File: config.mk
export PLATFORM = sky130hd
export DESIGN_NAME = muldiv_unit_flat
export DESIGN_NICKNAME = d
export VERILOG_FILES = /design/src/rtl/common_pkg.sv /design/src/rtl/muldiv_unit_if.sv /design/src/rtl/muldiv_unit_div_iter.sv /design/src/rtl/muldiv_unit.sv /design/src/flat_wrapper.sv
export SDC_FILE = /design/constraint.sdc
export NUM_CORES = 2
export LEC_CHECK = 0
export CAP_MARGIN = 5
export CORE_MARGIN = 5
export CORE_UTILIZATION = 43
export DETAILED_ROUTE_END_ITERATION = 8
export GPL_ROUTABILITY_DRIVEN = 1
export SYNTH_ARGS = -nofsm -noshare
export SYNTH_HDL_FRONTEND = slang
export SYNTH_SLANG_ARGS = --single-unit
File: constraint.sdc
create_clock -name clk -period 16.3 [get_ports clk]
set_clock_uncertainty 0.2 [all_clocks]
set_input_delay 1.63 -clock clk [delete_from_list [all_inputs] [get_ports clk]]
set_output_delay 1.63 -clock clk [all_outputs]
set_load 0.005 [all_outputs]
File: src/rtl/common_pkg.sv
// Shared execute-stage encodings: ALU function codes plus the multiply/divide
// operation and sequencer state types.
package common;

  typedef enum logic [4:0] {
    ALU_ADD, ALU_SUB, ALU_SLL, ALU_SLT, ALU_SLTU, ALU_XOR, ALU_SRL, ALU_SRA,
    ALU_OR, ALU_AND, ALU_MUL, ALU_DIV, ALU_REM
  } alufunc_t;

  typedef enum logic [1:0] {
    MD_MUL = 2'd0,
    MD_DIV = 2'd1,
    MD_REM = 2'd2
  } muldiv_op_t;

  typedef enum logic [1:0] {
    IDLE = 2'd0,
    RUN  = 2'd1,
    DONE = 2'd2
  } muldiv_state_t;

  localparam int CUT_WIDTH = 32;

  function automatic muldiv_op_t muldiv_op_of(input alufunc_t f);
    case (f)
      ALU_DIV: return MD_DIV;
      ALU_REM: return MD_REM;
      default: return MD_MUL;
    endcase
  endfunction

endpackage

File: src/rtl/muldiv_unit_if.sv
// Execute-stage <-> multiply/divide unit handshake and operand bundle.
interface muldiv_unit_if import common::*; #(parameter int XLEN = 64);
  logic            valid_in;
  muldiv_op_t      op;
  logic            is_signed;
  logic            cut;
  logic [XLEN-1:0] a;
  logic [XLEN-1:0] b;
  logic            flush;
  logic            busy;
  logic            done;
  logic [XLEN-1:0] result;

  modport master (output valid_in, op, is_signed, cut, a, b, flush,
                  input  busy, done, result);
  modport slave  (input  valid_in, op, is_signed, cut, a, b, flush,
                  output busy, done, result);
endinterface

File: src/rtl/muldiv_unit_div_iter.sv
// Restoring divider datapath on unsigned magnitudes, one quotient bit per step.
// The *_next outputs expose the result of the step taken on the coming edge.
module div_iter #(
  parameter int XLEN = 64
) (
  input  logic            clk,
  input  logic            reset,
  input  logic            load,
  input  logic            step,
  input  logic [XLEN-1:0] dividend,
  input  logic [XLEN-1:0] divisor,
  output logic [XLEN-1:0] quo_next,
  output logic [XLEN-1:0] rem_next
);
  logic [XLEN-1:0] quo_reg;
  logic [XLEN-1:0] rem_reg;
  logic [XLEN-1:0] dsr_reg;
  logic [XLEN:0]   rem_shift;
  logic [XLEN-1:0] diff;
  logic            fits;

  // Quotient register doubles as the dividend shifter: its MSB feeds the remainder.
  always_comb begin
    rem_shift = {rem_reg, quo_reg[XLEN-1]};
    fits      = rem_shift >= {1'b0, dsr_reg};
    diff      = rem_shift[XLEN-1:0] - dsr_reg;
    rem_next  = fits ? diff : rem_shift[XLEN-1:0];
    quo_next  = {quo_reg[XLEN-2:0], fits};
  end

  always_ff @(posedge clk) begin
    if (reset) begin
      quo_reg <= '0;
      rem_reg <= '0;
      dsr_reg <= '0;
    end else if (load) begin
      quo_reg <= dividend;
      rem_reg <= '0;
      dsr_reg <= divisor;
    end else if (step) begin
      quo_reg <= quo_next;
      rem_reg <= rem_next;
    end
  end
endmodule

File: src/rtl/muldiv_unit.sv
// Iterative RISC-V MUL/DIV/REM unit (64- and 32-bit W variants).
// Define MULDIV_FAST_MUL_EN for a single-cycle combinational multiply.
module muldiv_unit import common::*; #(
  parameter int XLEN = 64
) (
  input logic          clk,
  input logic          reset,
  muldiv_unit_if.slave md
);
  localparam int CW    = $clog2(XLEN + 1);
  localparam int EXT_W = XLEN - CUT_WIDTH;

  function automatic logic [XLEN-1:0] fit(input logic [XLEN-1:0] x, input logic w);
    return w ? {{EXT_W{x[CUT_WIDTH-1]}}, x[CUT_WIDTH-1:0]} : x;
  endfunction

  muldiv_state_t   state_reg;
  logic            done_reg;
  logic [XLEN-1:0] result_reg;
  logic [CW-1:0]   cnt_reg;
  muldiv_op_t      op_reg;
  logic            cut_reg;
  logic            neg_q_reg;
  logic            neg_r_reg;
  logic [XLEN-1:0] mcand_reg;
  logic [XLEN-1:0] mplier_reg;
  logic [XLEN-1:0] acc_reg;

  logic            accept, signed_div, a_neg, b_neg, div_zero, div_ovf, special;
  logic [XLEN-1:0] a_ext, b_ext, a_mag, b_mag, min_val, special_val, dividend_load;
  logic [XLEN-1:0] acc_next, quo_next, rem_next, q_signed, r_signed, final_val;
  logic [XLEN-1:0] fast_prod;

`ifdef MULDIV_FAST_MUL_EN
  localparam bit FAST_MUL = 1'b1;
  assign fast_prod = fit(md.a * md.b, md.cut);
`else
  localparam bit FAST_MUL = 1'b0;
  assign fast_prod = '0;
`endif

  always_comb begin
    accept     = (state_reg == IDLE) && md.valid_in && !md.flush;
    a_ext      = md.cut ? {{EXT_W{md.is_signed & md.a[CUT_WIDTH-1]}}, md.a[CUT_WIDTH-1:0]} : md.a;
    b_ext      = md.cut ? {{EXT_W{md.is_signed & md.b[CUT_WIDTH-1]}}, md.b[CUT_WIDTH-1:0]} : md.b;
    signed_div = md.is_signed && (md.op != MD_MUL);
    a_neg      = signed_div && a_ext[XLEN-1];
    b_neg      = signed_div && b_ext[XLEN-1];
    a_mag      = a_neg ? -a_ext : a_ext;
    b_mag      = b_neg ? -b_ext : b_ext;
    min_val    = md.cut ? {{(EXT_W + 1){1'b1}}, {(CUT_WIDTH - 1){1'b0}}}
                        : {1'b1, {(XLEN - 1){1'b0}}};
    div_zero   = (b_ext == '0);
    div_ovf    = signed_div && (a_ext == min_val) && (b_ext == '1);
    special    = (md.op != MD_MUL) && (div_zero || div_ovf);
    if (md.op == MD_DIV) special_val = div_zero ? '1 : a_ext;
    else                 special_val = div_zero ? a_ext : '0;
    // W-variant magnitudes sit in the low half; pre-shift so the first step sees bit 31.
    dividend_load = md.cut ? (a_mag << EXT_W) : a_mag;

    acc_next = acc_reg + (mplier_reg[0] ? mcand_reg : '0);
    q_signed = neg_q_reg ? -quo_next : quo_next;
    r_signed = neg_r_reg ? -rem_next : rem_next;
    case (op_reg)
      MD_MUL:  final_val = fit(acc_next, cut_reg);
      MD_DIV:  final_val = fit(q_signed, cut_reg);
      default: final_val = fit(r_signed, cut_reg);
    endcase
  end

  div_iter #(.XLEN(XLEN)) u_div_iter (
    .clk      (clk),
    .reset    (reset),
    .load     (accept && !special),
    .step     ((state_reg == RUN) && (op_reg != MD_MUL)),
    .dividend (dividend_load),
    .divisor  (b_mag),
    .quo_next (quo_next),
    .rem_next (rem_next)
  );

  always_ff @(posedge clk) begin
    if (reset) begin
      state_reg  <= IDLE;
      done_reg   <= 1'b0;
      result_reg <= '0;
      cnt_reg    <= '0;
      op_reg     <= MD_MUL;
      cut_reg    <= 1'b0;
      neg_q_reg  <= 1'b0;
      neg_r_reg  <= 1'b0;
      mcand_reg  <= '0;
      mplier_reg <= '0;
      acc_reg    <= '0;
    end else if (md.flush) begin
      state_reg <= IDLE;
      done_reg  <= 1'b0;
    end else begin
      case (state_reg)
        IDLE: begin
          done_reg <= 1'b0;
          if (accept) begin
            op_reg     <= md.op;
            cut_reg    <= md.cut;
            neg_q_reg  <= a_neg ^ b_neg;
            neg_r_reg  <= a_neg;
            mcand_reg  <= a_ext;
            mplier_reg <= b_ext;
            acc_reg    <= '0;
            cnt_reg    <= md.cut ? CW'(CUT_WIDTH) : CW'(XLEN);
            if (FAST_MUL && (md.op == MD_MUL)) begin
              state_reg  <= DONE;
              done_reg   <= 1'b1;
              result_reg <= fast_prod;
            end else if (special) begin
              state_reg  <= DONE;
              done_reg   <= 1'b1;
              result_reg <= fit(special_val, md.cut);
            end else begin
              state_reg <= RUN;
            end
          end
        end
        RUN: begin
          cnt_reg    <= cnt_reg - CW'(1);
          mcand_reg  <= mcand_reg << 1;
          mplier_reg <= mplier_reg >> 1;
          acc_reg    <= acc_next;
          // Last step folds into the sign fix-up so DONE follows immediately.
          if (cnt_reg == CW'(1)) begin
            state_reg  <= DONE;
            done_reg   <= 1'b1;
            result_reg <= final_val;
          end
        end
        DONE: begin
          state_reg <= IDLE;
          done_reg  <= 1'b0;
        end
        default: begin
          state_reg <= IDLE;
          done_reg  <= 1'b0;
        end
      endcase
    end
  end

  assign md.busy   = (state_reg == RUN) || accept;
  assign md.done   = done_reg;
  assign md.result = result_reg;
endmodule

File: src/flat_wrapper.sv
// flat-port wrapper written by rule: the top's interface ports become plain ports
module muldiv_unit_flat import common::*;
#(
  parameter int XLEN = 64
)
  (clk, reset, md_valid_in, md_op, md_is_signed, md_cut, md_a, md_b, md_flush, md_busy, md_done, md_result);
  muldiv_unit_if #(.XLEN(XLEN)) md_i ();
  input logic clk;
  input logic reset;
  input wire logic [$bits(md_i.valid_in)-1:0] md_valid_in;
  input wire logic [$bits(md_i.op)-1:0] md_op;
  input wire logic [$bits(md_i.is_signed)-1:0] md_is_signed;
  input wire logic [$bits(md_i.cut)-1:0] md_cut;
  input wire logic [$bits(md_i.a)-1:0] md_a;
  input wire logic [$bits(md_i.b)-1:0] md_b;
  input wire logic [$bits(md_i.flush)-1:0] md_flush;
  output wire logic [$bits(md_i.busy)-1:0] md_busy;
  output wire logic [$bits(md_i.done)-1:0] md_done;
  output wire logic [$bits(md_i.result)-1:0] md_result;
  assign md_i.valid_in = md_valid_in;
  assign md_i.op = md_op;
  assign md_i.is_signed = md_is_signed;
  assign md_i.cut = md_cut;
  assign md_i.a = md_a;
  assign md_i.b = md_b;
  assign md_i.flush = md_flush;
  assign md_busy = md_i.busy;
  assign md_done = md_i.done;
  assign md_result = md_i.result;
  muldiv_unit #(.XLEN(XLEN)) u_core (.clk(clk), .reset(reset), .md(md_i));
endmodule
-- Word level (Yosys, flattened, before mapping)
Cells that the tools add are included.
- add/sub/neg operators: 7
- multiply operators: 0
- divide/modulo/power cells: 0
- magnitude comparators: 1
- equality and inequality tests: 9
- shift-type cells: 0
- multiplexer cells: 41
- bitwise logic cells: 4
- reductions and logical operators: 27
- operators by type and width (kind ; count):
    $mux W64 ; 24
    $pmux W64 S2 ; 5
    $neg A64 Y64 ; 4
    $ge A65 B64 Y1 ; 1
    $add A64 B64 Y64 ; 1
    $eq A64 B64 Y1 ; 1
    $eq A64 B64 Y1 const B ; 1
    $logic_not A64 Y1 ; 1
    $sub A64 B64 Y64 ; 1
    $mux W63 ; 1
    $mux W7 ; 2
    $pmux W7 S2 ; 1
    $logic_and A1 B1 Y1 ; 10
    $reduce_bool A2 Y1 ; 4
    $eq A7 B1 Y1 const B ; 1
    $sub A7 B1 Y7 const B ; 1
    $eq A2 B1 Y1 const B ; 3
    $mux W2 ; 3
    $ne A2 B1 Y1 const B ; 3
    $reduce_and A3 Y1 ; 2
    $reduce_and A5 Y1 ; 1
    $logic_not A2 Y1 ; 2
    $pmux W2 S2 ; 1
    $reduce_or A2 Y1 ; 2
    other kinds (8) ; 13
- bits in registers: 463
- bits in latches: 0
- bits in writable memories: 0
- memory bits (read-only): 0
- output and inout port bits: 66
- word-level logic and storage cells: 103
- memories: 0

-- Depth between registers and ports, before layout
- depth after elaboration: 10
- gate-level depth with buffers: 32

-- Modules after synthesis
Synthesis repeated with hierarchy kept, for this count alone.
- cell total of the unflattened synthesis: 5139
- area total of the unflattened synthesis: 37489.7 um^2
- by module, submodules not included (module ; times used ; cells an instance ; area an instance (um^2) ; seq. area each (um^2)):
    muldiv_unit ; 1 ; 3455 ; 24394.6 ; 5425.2
    div_iter ; 1 ; 1684 ; 13095.1 ; 3843.7

-- Worst setup path after synthesis
OpenSTA, ideal clock, no wires.
- kind: reg2reg
- from: register u_core.u_div_iter.dsr_reg[50]
- to: register u_core.result_reg[50], in the netlist u_core.md.result[50]
- setup time: 0.103 ns
- arrival: 6.031 ns
- slack: 9.965 ns
- cell stages (with the launch flop): 30
- path buffers: 7
- cells stage by stage: dfxtp_1 > inv_1 > ha_1 > clkbuf_1 > nand4_1 > nor2_2 > a21oi_1 > a21boi_0 > a211o_1 > nand3_2 > buf_4 > buf_6 > buf_2 > buf_2 > buf_2 > mux2i_1 > ha_1 > nand2_1 > or3_1 > nor4b_1 > nand3_1 > nor4_1 > a21oi_1 > nor3_2 > and2_1 > buf_4 > a2111oi_1 > a41o_1 > o31a_1 > a2111oi_2
- cells in the longest elaborated chain, start to end: 8
- RTL lines (item ; line ; text):
    start: declaration ; muldiv_unit_div_iter.sv:17 ; logic [XLEN-1:0] dsr_reg;
    start signal: assignment ; muldiv_unit_div_iter.sv:39 ; dsr_reg <= divisor;
    $sub A64 B64 Y64 / $ge A65 B64 Y1 (equally long branches) ; muldiv_unit_div_iter.sv:26, muldiv_unit_div_iter.sv:25 ;
    $mux W64 ; muldiv_unit_div_iter.sv:27 ; rem_next = fits ? diff : rem_shift[XLEN-1:0];
    $neg A64 Y64 ; muldiv_unit.sv:63 ; r_signed = neg_r_reg ? -rem_next : rem_next;
    $mux W64 ; muldiv_unit.sv:63 ;
    $mux W64 ; muldiv_unit.sv:14 ; return w ? {{EXT_W{x[CUT_WIDTH-1]}}, x[CUT_WIDTH-1:0]} : x;
    $pmux W64 S2 (*) ; muldiv_unit.sv:64 ; case (op_reg)
    $mux W64 (*) ; muldiv_unit.sv:130 ; if (cnt_reg == CW'(1)) begin
    $pmux W64 S2 (*) ; muldiv_unit.sv:99 ; case (state_reg)
    end signal: assignment ; muldiv_unit.sv:114 ; result_reg <= fast_prod;
    end signal: assignment ; muldiv_unit.sv:118 ; result_reg <= fit(special_val, md.cut);
    end signal: assignment ; muldiv_unit.sv:133 ; result_reg <= final_val;
    end: declaration ; muldiv_unit.sv:19 ; logic [XLEN-1:0] result_reg;
Every way passes the cells marked *; elsewhere a longest branch is shown, timed or not. The select of a mux whose other input is x is not followed.
A chain may end at the register's enable or synchronous reset.

-- Worst setup path after layout
- from: input port md_is_signed
- to: register u_core.u_div_iter.rem_reg[29]
- cells in the longest elaborated chain, start to end: 10
- RTL lines (item ; line ; text):
    start: declaration ; flat_wrapper.sv:12 ; input wire logic [$bits(md_i.is_signed)-1:0] md_is_signed;
    $and A1 B1 Y1 ; muldiv_unit.sv:44 ; a_ext = md.cut ? {{EXT_W{md.is_signed & md.a[CUT_WIDTH-1]}}, md.a[CUT_WIDTH-1:0]} : md.a;
    $mux W64 ; muldiv_unit.sv:44 ;
    $eq A64 B64 Y1 ; muldiv_unit.sv:54 ; div_ovf = signed_div && (a_ext == min_val) && (b_ext == '1);
    $logic_and A1 B1 Y1 (2 in series) ; muldiv_unit.sv:54 ;
    $logic_or A1 B1 Y1 (*) ; muldiv_unit.sv:55 ; special = (md.op != MD_MUL) && (div_zero || div_ovf);
    $logic_and A1 B1 Y1 (*) ; muldiv_unit.sv:55 ;
    $logic_not A1 Y1 (*) ; muldiv_unit.sv:74 ; .load (accept && !special),
    $logic_and A1 B1 Y1 (*) ; muldiv_unit.sv:74 ;
    $reduce_or A2 Y1 (no source line) (*) ; - ;
    end signal: assignment ; muldiv_unit_div_iter.sv:42 ; rem_reg <= rem_next;
    end: declaration ; muldiv_unit_div_iter.sv:16 ; logic [XLEN-1:0] rem_reg;
Every way passes the cells marked *; elsewhere a longest branch is shown, timed or not.

==> flow_summary.yaml <==
clocking:
  clk_latency_ns: 0.66
  cts-resized-gates: 0
  cts_sinks: 463
  clk_pin_slew_ns: 0.06
  cts_max_level: 2
  ctsHoldBuffers: 0
  cts_root_buffer: "clkbuf_16"
  cts_buffers: 58
  cts_tree: "yes"
  post_cts.repair.setup_buffers: 0
  cts.path.max_buffers: 3
drt:
  drt_first_iter_violations: 4562
  vias_per_cell: 6.35
  final_antenna_net_count: 0
  routed_wl_um: 158000
  dr.pass1.iters: 6
  wire_per_inst_um: 24.7
  route.detailed.drc: 0
  vias: 40500
sta:
  max_freq_mhz: 140
  period_needed_ns: 7.12
  hold_viol_final: 0
  tightest_slew_ns: 1.39
  slew_violations: 0
  slew_headroom_pct: 6.75
  setup_violations: 0
  rsz0062_at_grt: "false"
  tns_ns: 0
  min_period_over_period_pct: 43.7
job:
  drv_cap: 0
power_and_ir_drop:
  clock_power_share_pct: 39.9
  leakagePower_nw: 16.0
  p_total_mw: 3.52
  p_per_area_nw_per_um2: 84.1
  ir_drop_mv: 0.0778
  combinationalPowerShare_pct: 25.7
  p_sw_share_pct: 35.0
  p_int_mw: 2.29
  p_switching_mw: 1.23
  seqPwrFrac_pct: 34.4
run_status:
  outcome: "finished, final reports clean"
global_routing:
  grt_antenna_before_repair: 9
  grtUsageTotal_pct: 31.9
  grtUsageMet3_pct: 6.32
  first_global_vias: 37100
  busiest_layer: "met2"
  met1_usage_pct: 44.6
  met2_usage_pct: 49.3
  overflow: 0
  grt_max_degree: 197
  grt_first_pass_wirelength_um: 235000
floorplan:
  dieWidth_um: 305
  row_count: 108
  die_h_um: 305
  die_area_um2: 93000
  core_um2: 86600
  io-pin-count: 202
  start_util_pct: 43.2
logic_synthesis:
  async_flop_share_pct: 0
  synth.cell_area_um2: 37400
  yosys_warnings: 0
  synth-seq-area-share_pct: 24.8
  synth-seq-cells: 463
  synth_top_cells_by_area: "dfxtp_1, nor2_1, a21oi_1"
  netlist.area_leader.share_pct: 24.8
  synthCells: 5252
  synth_edf_count: 0
  yosysUniqueCellTypes: 111
  synth_top_area_cell: "dfxtp_1"
  synth_ff_type: "dfxtp_1"
  avgSynthCellArea_um2: 7.13
  synth_fp_nets: 5524
setup_path:
  critPathMaxFanout: 88
  crit_type: "input port to flip-flop"
  endpoint_kind: "flip-flop"
  crit_arrival_ns: 7.45
  cp.required_ns: 16.63
  start_kind: "input port"
hold_path:
  hold_path.class: "flip-flop to flip-flop"
finish:
  fin_nets: 5442
  drive_gt1_share_pct: 5.12
  final_common_cell: "nor2_1"
  layout_common_cells: "nor2_1, nand2_1, a21oi_1"
  area_growth_pct: 12.0
placed_design:
  gp_congestion: 1.03
  io_buffers: 201
  hpwl_um: 118000
==> power by group through the flow <==
stage	Clock, mW	Combinational [mW]	Sequential, mW
after floorplan	0	0.589	1.22
after global placement	0	0.873	1.23
after detailed placement	0	0.875	1.24
after CTS	1.42	0.879	1.21
after global routing	1.47	0.968	1.22
final	1.41	0.904	1.21
==> worst max-delay path: stages <==
cell and delay [ns]:
clkdlybuf4s50_1 0.82, o21ai_0 0.33, a21oi_4 0.18, buf_4 0.44, nand3_1 0.14, nor4_1 1.01, buf_4 0.26, nand4_2 0.13
a21oi_2 0.33, nand2b_4 0.80, nand2b_4 0.80, a211oi_1 0.49
==> cells by family after synthesis <==
kind of cell               count (synthesis)  share of synthesized area [%]
adders and majority gates                147                           4.88
AOI/OAI and AO/OA                       1702                           30.0
and+or+nand+nor                         1993                           24.6
xor gates and xnor gates                 314                           7.37
DFF                                      463                           24.8
muxes                                    102                           2.74
buffers and inverters                    531                           5.64
==> metal layers <==
metal  wire (um)  vias to the layer above
li1            -                    19000
met3       14000                      313
met1       69300                    19300
met5          24                        -
met4        6230                        4
met2       68200                     1855
==> cell usage after synthesis, types with 25 or more instances <==
cell and n:
or3_1 53, o21ai_0 305, inv_1 125, ha_1 134, a311oi_1 102, xnor2_1 169, dfxtp_1 463, nand2_1 616
and2_1 82, buf_2 59, nand2b_1 27, nor2b_1 35, clkbuf_1 302, mux2i_1 97, nor2_1 692, nand4_1 76
a21oi_1 477, nor3_1 131, o31ai_1 69, a22oi_1 83, a211oi_1 216, or4_1 25, a21o_1 69, xor2_1 144
a31oi_1 35, o22ai_1 25, and3_1 25, nor4_1 61, buf_1 34, nand3_1 82, o211ai_1 45
==> per-stage QoR <==
step	cells	utilization [%]	hold WS [ns]	cell area [um^2]	setup slack [ns]
5_1_grt	6373	48.4	0.263	41900	8.76
3_3_place_gp	6265	46.0	0.227	39900	8.73
6_report	6378	48.4	0.241	41900	9.18
3_5_place_dp	6265	46.0	0.238	39900	8.64
4_1_cts	6373	48.4	0.246	41900	9.33
2_1_floorplan	5252	-	0.232	37400	9.97
==> layout make-up <==
cell class	instances	area [um^2]
Sequential cell	463	9280
Inverter	127	477
Clock buffer	76	1620
Tap cell	1155	1450
Clock inverter	32	415
Antenna cell	5	12.5
Timing Repair Buffer	262	2480
Fill cell	8875	44700
Multi-Input combinational cell	4258	26200
==> path summary, 6_finish.rpt <==
check / start / endpoint / slack, ns / depth (start not counted)
worst max-delay path: md_is_signed / u_core.u_div_iter.rem_reg[29] / 9.18 / 12
worst min-delay path: u_core.md.result[41] / u_core.md.result[41] / 0.24 / 2
worst max register to register: u_core.u_div_iter.rem_reg[2] / u_core.md.result[60] / 9.26 / 22
worst min register to register: u_core.md.result[41] / u_core.md.result[41] / 0.24 / 2
No activity file was read; power rests on OpenSTA's default activity.
